===== src/rtl/vga_scroll_sequencer.sv =====
// Frame-synchronous scroll controller: holds offsets, speeds, mode and scroll state,
// applying one queued command and one advance per vsync falling edge.
module vga_scroll_sequencer #(
  parameter int unsigned OFFSET_W = 10,
  parameter int unsigned FRAME_W  = 8
) (
  input  logic                clk,
  input  logic                rst_n,
  input  logic                vsync,
  input  logic                cmd_valid,
  output logic                cmd_ready,
  input  logic [2:0]          cmd_op,
  input  logic [3:0]          cmd_arg,
  output logic [OFFSET_W-1:0] offset_x,
  output logic [OFFSET_W-1:0] offset_y,
  output logic [1:0]          mode,
  output logic [1:0]          state,
  output logic                frame_tick,
  output logic [FRAME_W-1:0]  frame_cnt
);

  typedef enum logic [1:0] {
    StRun   = 2'd0,
    StPause = 2'd1,
    StStep  = 2'd2
  } state_e;

  localparam logic [2:0] OpNop       = 3'd0;
  localparam logic [2:0] OpSpeedX    = 3'd1;
  localparam logic [2:0] OpSpeedY    = 3'd2;
  localparam logic [2:0] OpPause     = 3'd3;
  localparam logic [2:0] OpRun       = 3'd4;
  localparam logic [2:0] OpStep      = 3'd5;
  localparam logic [2:0] OpResetOffs = 3'd6;
  localparam logic [2:0] OpSetMode   = 3'd7;

  logic                vsync_q;
  logic                tick, accept;
  logic                pend_q, pend_d;
  logic [2:0]          pend_op_q, pend_op_d;
  logic [3:0]          pend_arg_q, pend_arg_d;
  logic [OFFSET_W-1:0] offset_x_q, offset_x_d, offset_y_q, offset_y_d;
  logic [3:0]          speed_x_q, speed_x_d, speed_y_q, speed_y_d;
  logic [1:0]          mode_q, mode_d;
  state_e              state_q, state_d;
  logic [3:0]          step_q, step_d;
  logic [FRAME_W-1:0]  frame_q, frame_d;
  logic                tick_q;

  // Frame edge: vsync just went low.
  assign tick   = ~vsync & vsync_q;
  assign accept = cmd_valid & ~pend_q;

  always_comb begin
    pend_d     = pend_q;
    pend_op_d  = pend_op_q;
    pend_arg_d = pend_arg_q;
    offset_x_d = offset_x_q;
    offset_y_d = offset_y_q;
    speed_x_d  = speed_x_q;
    speed_y_d  = speed_y_q;
    mode_d     = mode_q;
    state_d    = state_q;
    step_d     = step_q;
    frame_d    = frame_q;

    if (tick) begin
      frame_d = frame_q + FRAME_W'(1);
      // Advance uses the pre-tick state and speeds.
      if (state_q != StPause) begin
        offset_x_d = offset_x_q + {{(OFFSET_W-4){speed_x_q[3]}}, speed_x_q};
        offset_y_d = offset_y_q + {{(OFFSET_W-4){speed_y_q[3]}}, speed_y_q};
      end
      if (state_q == StStep) begin
        if (step_q == 4'd0) state_d = StPause;
        else                step_d  = step_q - 4'd1;
      end
      // Command applied at this edge overrides the STEP outcome.
      if (pend_q) begin
        pend_d = 1'b0;
        unique case (pend_op_q)
          OpNop:       ;
          OpSpeedX:    speed_x_d = pend_arg_q;
          OpSpeedY:    speed_y_d = pend_arg_q;
          OpPause:     state_d   = StPause;
          OpRun:       state_d   = StRun;
          OpStep: begin
            state_d = StStep;
            step_d  = pend_arg_q;
          end
          OpResetOffs: begin
            offset_x_d = '0;
            offset_y_d = '0;
          end
          OpSetMode:   mode_d    = pend_arg_q[1:0];
          default:     ;
        endcase
      end
    end

    // Only possible when the slot was empty, so never collides with the clear above.
    if (accept) begin
      pend_d     = 1'b1;
      pend_op_d  = cmd_op;
      pend_arg_d = cmd_arg;
    end
  end

  always_ff @(posedge clk) begin
    if (!rst_n) begin
      vsync_q    <= 1'b0;
      tick_q     <= 1'b0;
      pend_q     <= 1'b0;
      pend_op_q  <= 3'd0;
      pend_arg_q <= 4'd0;
      offset_x_q <= '0;
      offset_y_q <= '0;
      speed_x_q  <= 4'd1;
      speed_y_q  <= 4'd0;
      mode_q     <= 2'd0;
      state_q    <= StRun;
      step_q     <= 4'd0;
      frame_q    <= '0;
    end else begin
      vsync_q    <= vsync;
      tick_q     <= tick;
      pend_q     <= pend_d;
      pend_op_q  <= pend_op_d;
      pend_arg_q <= pend_arg_d;
      offset_x_q <= offset_x_d;
      offset_y_q <= offset_y_d;
      speed_x_q  <= speed_x_d;
      speed_y_q  <= speed_y_d;
      mode_q     <= mode_d;
      state_q    <= state_d;
      step_q     <= step_d;
      frame_q    <= frame_d;
    end
  end

  assign cmd_ready  = ~pend_q;
  assign offset_x   = offset_x_q;
  assign offset_y   = offset_y_q;
  assign mode       = mode_q;
  assign state      = state_q;
  assign frame_tick = tick_q;
  assign frame_cnt  = frame_q;

endmodule


===== config.mk =====
export PLATFORM = sky130hd
export DESIGN_NAME = vga_scroll_sequencer
export DESIGN_NICKNAME = d
export VERILOG_FILES = /design/src/rtl/vga_scroll_sequencer.sv
export SDC_FILE = /design/constraint.sdc
export NUM_CORES = 1
export LEC_CHECK = 0
export CAP_MARGIN = 0
export CORE_MARGIN = 2
export CORE_UTILIZATION = 49
export CTS_CLUSTER_DIAMETER = 100
export DETAILED_ROUTE_END_ITERATION = 10
export PLACE_DENSITY = 0.82
export SLEW_MARGIN = 25
export SYNTH_ARGS = -nofsm -noshare
export SYNTH_HDL_FRONTEND = slang
export SYNTH_SLANG_ARGS = --single-unit

===== constraint.sdc =====
create_clock -name clk -period 2 [get_ports clk]
set_input_delay 0.3 -clock clk [delete_from_list [all_inputs] [get_ports clk]]
set_output_delay 0.3 -clock clk [all_outputs]
set_load 0.01 [all_outputs]

==> results by stage <==
Placement:
- The HPWL after detailed placement is between 5000 and 6000 microns.
- The post-placement worst setup slack is -99.6 ps.
- The cell count after placement is 499.
- The number of I/O port buffers is between 40 and 50.
- Routability-driven placement finished with a final weighted congestion of 0.929.

Worst hold path:
- The class of the tightest hold or removal check is reg -> reg.
- The depth of the worst hold-timing path is 2.

Logic synthesis:
- Of the total synthesized cell area, the portion taken by XOR and XNOR cells is between 2 and 3%.
- The number of enable-type register cells in the synthesized netlist is 0.
- Sorting the synthesized cells by area gives the leading types as dfxtp_1 (36%), ha_1 (8.3%), mux2i_1 (6.7%), nand2_1 (5.6%), a21oi_1 (5.0%).
- The average cell area after synthesis is roughly 8.5 sq um.
- The adder-cell share of the synthesized area is roughly a tenth.
- After synthesis, the largest family of logic cells by area is simple AND/OR/NAND/NOR gates.
- The synthesized netlist devotes a little under a quarter of its cell area to simple gates.
- Among all flip-flop cells after synthesis, the most frequent one is dfxtp_1.
- The Yosys step of the flow raised 0 warnings.
- The mux share of post-synthesis cell area is between 7 and 8%.
- The synthesized design contains 54 register bits.
- Of the post-synthesis cell area, the dominant cell type holds between 30% and 40%.
- The synthesized netlist contains 50 unique library cells.
- The sequential fraction of the synthesis area is about 36%.
- The leading area contributor after synthesis is dfxtp_1.
- The proportion of register bits with asynchronous set or reset after synthesis is 0%.
- The cell area after technology mapping is roughly 0.0030 sq mm.
- The number of nets in the synthesized netlist is between 300 and 400.
- The share of the synthesized area in compound gates (AO/OA/AOI/OAI) is a little under a fifth.
- The commonest cells after synthesis are dfxtp_1 (54), nand2_1 (45), nor2_1 (33), a21oi_1 (30).
- Synthesis produced 353 cells.
- Yosys instantiated no cell more often than dfxtp_1.

Clock network:
- The TritonCTS sink count is 54.
- CTS built an H-tree with a depth of 2.
- The clock-pin slew on the worst setup and hold paths is approximately 110 ps.
- The clock insertion delay at the later pin of the skew report is about 310 ps.
- The clock tree root buffer cell is clkbuf_8.
- The number of hold buffers added after CTS is 0.
- Counting the buffers created by CTS gives 5.
- The maximum number of buffers from clock root to sink is 2.
- TritonCTS built the clock tree.

Layout:
- The combined area of the multi-input logic cells is around 0.0019 sq mm.
- The post-synthesis to final-layout area growth is 32.1%.
- The ratio of cells with drive above 1 in the final layout is between 15 and 20%.
- The number of antenna diodes in the final layout is 0.
- The filler cells instantiated in the layout total about 450.
- The number of standard cells in the final layout excluding fillers is 510.
- Summing all flip-flop and latch instances after layout gives 0.00109 sq mm.
- The final layout net count is between 400 and 500.

Worst setup path:
- The critical path capture point type is a register.
- The worst register-to-register path has a depth of 8.
- At the worst endpoint, the arrival time is around 2200 ps.
- The required arrival time at the worst endpoint is 2210 ps.
- Along the worst path, the maximum fanout reaches 3.
- By startpoint and endpoint, the worst setup path is classified as reg -> reg.
- The kind of launch point of the worst setup path is a register.

Timing:
- On the final layout, the worst hold slack is roughly 480 ps.
- The worst-case setup margin in the final layout is 8.03 ps.
- Counting I/O delays and the setup requirement, the final critical path takes 1990 ps.
- The count of final setup violators is 0.
- The worst slew margin relative to its limit is between 70% and 80%.
- Derived from the worst setup path, the maximum achievable clock frequency is 502 MHz.
- Setup repair after global routing could not meet its margin everywhere.
- Between clock sinks in the finished design, the worst skew comes to approximately 11 ps.
- The count of endpoints failing hold in the final timing report is 0.
- The worst path uses 99.6% of the clock period.
- The number of max-slew violations in the final report is 0.
- For the pin with the worst max-slew slack, the measured transition is 422 ps.

Global routing:
- Entering global routing, the biggest net connects 19 pins.
- For this run, the total global-route usage over all layers was measured as between 20% and 30%.
- The via count of the first global-routing pass is roughly 2,800.
- The remaining global-route overflow is 0.
- The global-route wire length before repair is between 10,000 and 15,000 microns.
- The initial antenna violation count is 0.

Drt:
- The count of nets left with antenna violations once routing finished came out at 0.
- The number of DRC markers in iteration 0 is approximately 190.
- The via density per instance is just under 6.
- After detailed routing, the number of remaining DRC violations is 0.
- The average wire per cell in the routed design is between 15 and 20 microns.
- For this block, the via count after detailed routing is roughly 3,000.
- For this block, the routed nets add up to 7700 microns of wire.
- The pre-antenna-repair detailed-routing pass consisted of 4 iterations.

Floorplanning:
- The area enclosed by the die boundary is between 0.006 and 0.007 sq mm.
- The horizontal die dimension is slightly above 80 microns.
- The initial core utilization is 50.7%.
- 45 I/O pins were placed.
- The die extent in y is roughly 82 microns.
- The area of the core is 0.00592 sq mm.
- In this run the core area contains 28 standard-cell rows.

Power:
- In this run the static leakage power is ~1.7 nW.
- Dividing total power by cell area gives a power density of ~480 mW/mm^2.
- The worst supply voltage drop on vdd is 0.402 mV.

Run status:
- The flow ran to the end, and the final reports show no timing, DRC or antenna violations.

Job:
- Max-cap violations in this run came to 0.
[final cells by class]
type,instances,area share (%)
timing repair buffer,86,19.1
clock inverter,3,0.632
inverter,5,0.474
multi-input combinational,282,48.1
tap,75,2.37
clock buffer,5,1.74
sequential,54,27.6
[stage by stage]
step	util [%]	instance area [sq um]	power, W	setup TNS, ps
after floorplan	-	3000	0.00122	0
after global placement	63.7	3770	0.00130	0
after detailed placement	63.7	3770	0.00130	-132
after CTS	65.5	3880	0.00193	0
after global routing	66.9	3960	0.00199	-82.2
final	66.9	3960	0.00192	0
[power breakdown]
part | internal [W] | switching, W
logic | 0.0000806 | 0.0000822
clock network | 0.000254 | 0.000387
registers | 0.00109 | 0.0000233
total | 0.00142 | 0.000493
[routing by layer]
layer	global-route usage, %	part of all wire (%)
met1	28.3	45
met2	40.4	49
met3	3.70	4.1
met4	7.83	2.4
met5	0	0
[critical path: stages, from the launching register on]
cell and delay [ps]:
dfxtp_1 330, ha_1 230, fa_2 390, a211oi_2 250
buf_4 160, o21bai_1 90, a21oi_1 230, or3_1 150
nand3_1 60
[worst paths after layout]
path,start,to,slack (ps)
setup / recovery,offset_x[0]$_SDFFE_PN0P_,offset_x[6]$_SDFFE_PN0P_,8
hold / removal,offset_y[0]$_SDFFE_PN0P_,offset_y[0]$_SDFFE_PN0P_,480
setup reg to reg,offset_x[0]$_SDFFE_PN0P_,offset_x[6]$_SDFFE_PN0P_,8
hold reg to reg,offset_y[0]$_SDFFE_PN0P_,offset_y[0]$_SDFFE_PN0P_,480
[repair_timing]
| action | 4_1_cts | 5_1_grt |
|---|---|---|
| gates cloned | 0 | 0 |
| buffers inserted | 0 | 3 |
| setup endpoints to repair | 3 | 6 |
| resized for setup | 6 | 15 |
| hold endpoints to repair | 0 | 0 |
| pin swaps | 0 | 2 |
[cells in the final DEF (no fill, tap or decap), drive strengths merged, types with 3 or more instances in the layout]
cell type and n:
a21oi 31, nor2b 5, o21ai 17, dfxtp 54, o21bai 3, xnor2 5
and3 7, o21a 6, nor2 33, o211ai 3, nand4 8, inv 6
or3 7, nor3 7, mux2i 20, clkdlybuf4s50 44, buf 42, xor2 4
a211oi 6, nand4b 4, nand2 45, and2 4, nand3 10, nand2b 4
clkbuf 5, a21o 6, ha 20
[flip-flops by register name, summed over array words and instances (netlist names)]
register    flops
speed_x_q       4
frame_cnt       8
offset_x       10
frame_tick      1
pend_q          1
step_q          4
offset_y       10
pend_op_q       3
speed_y_q       4
state           2
mode            2
vsync_q         1
pend_arg_q      4
[kinds of logic (layout without fill, tap and decap cells)]
logic type,after synthesis,after routing
simple gates,144,144
compound gates,86,86
flops,54,54
fa+ha+maj,22,22
mux,21,21
buf+inv,17,99
xor+xnor,9,9
Note: power is estimated with default switching activity, not from simulation.
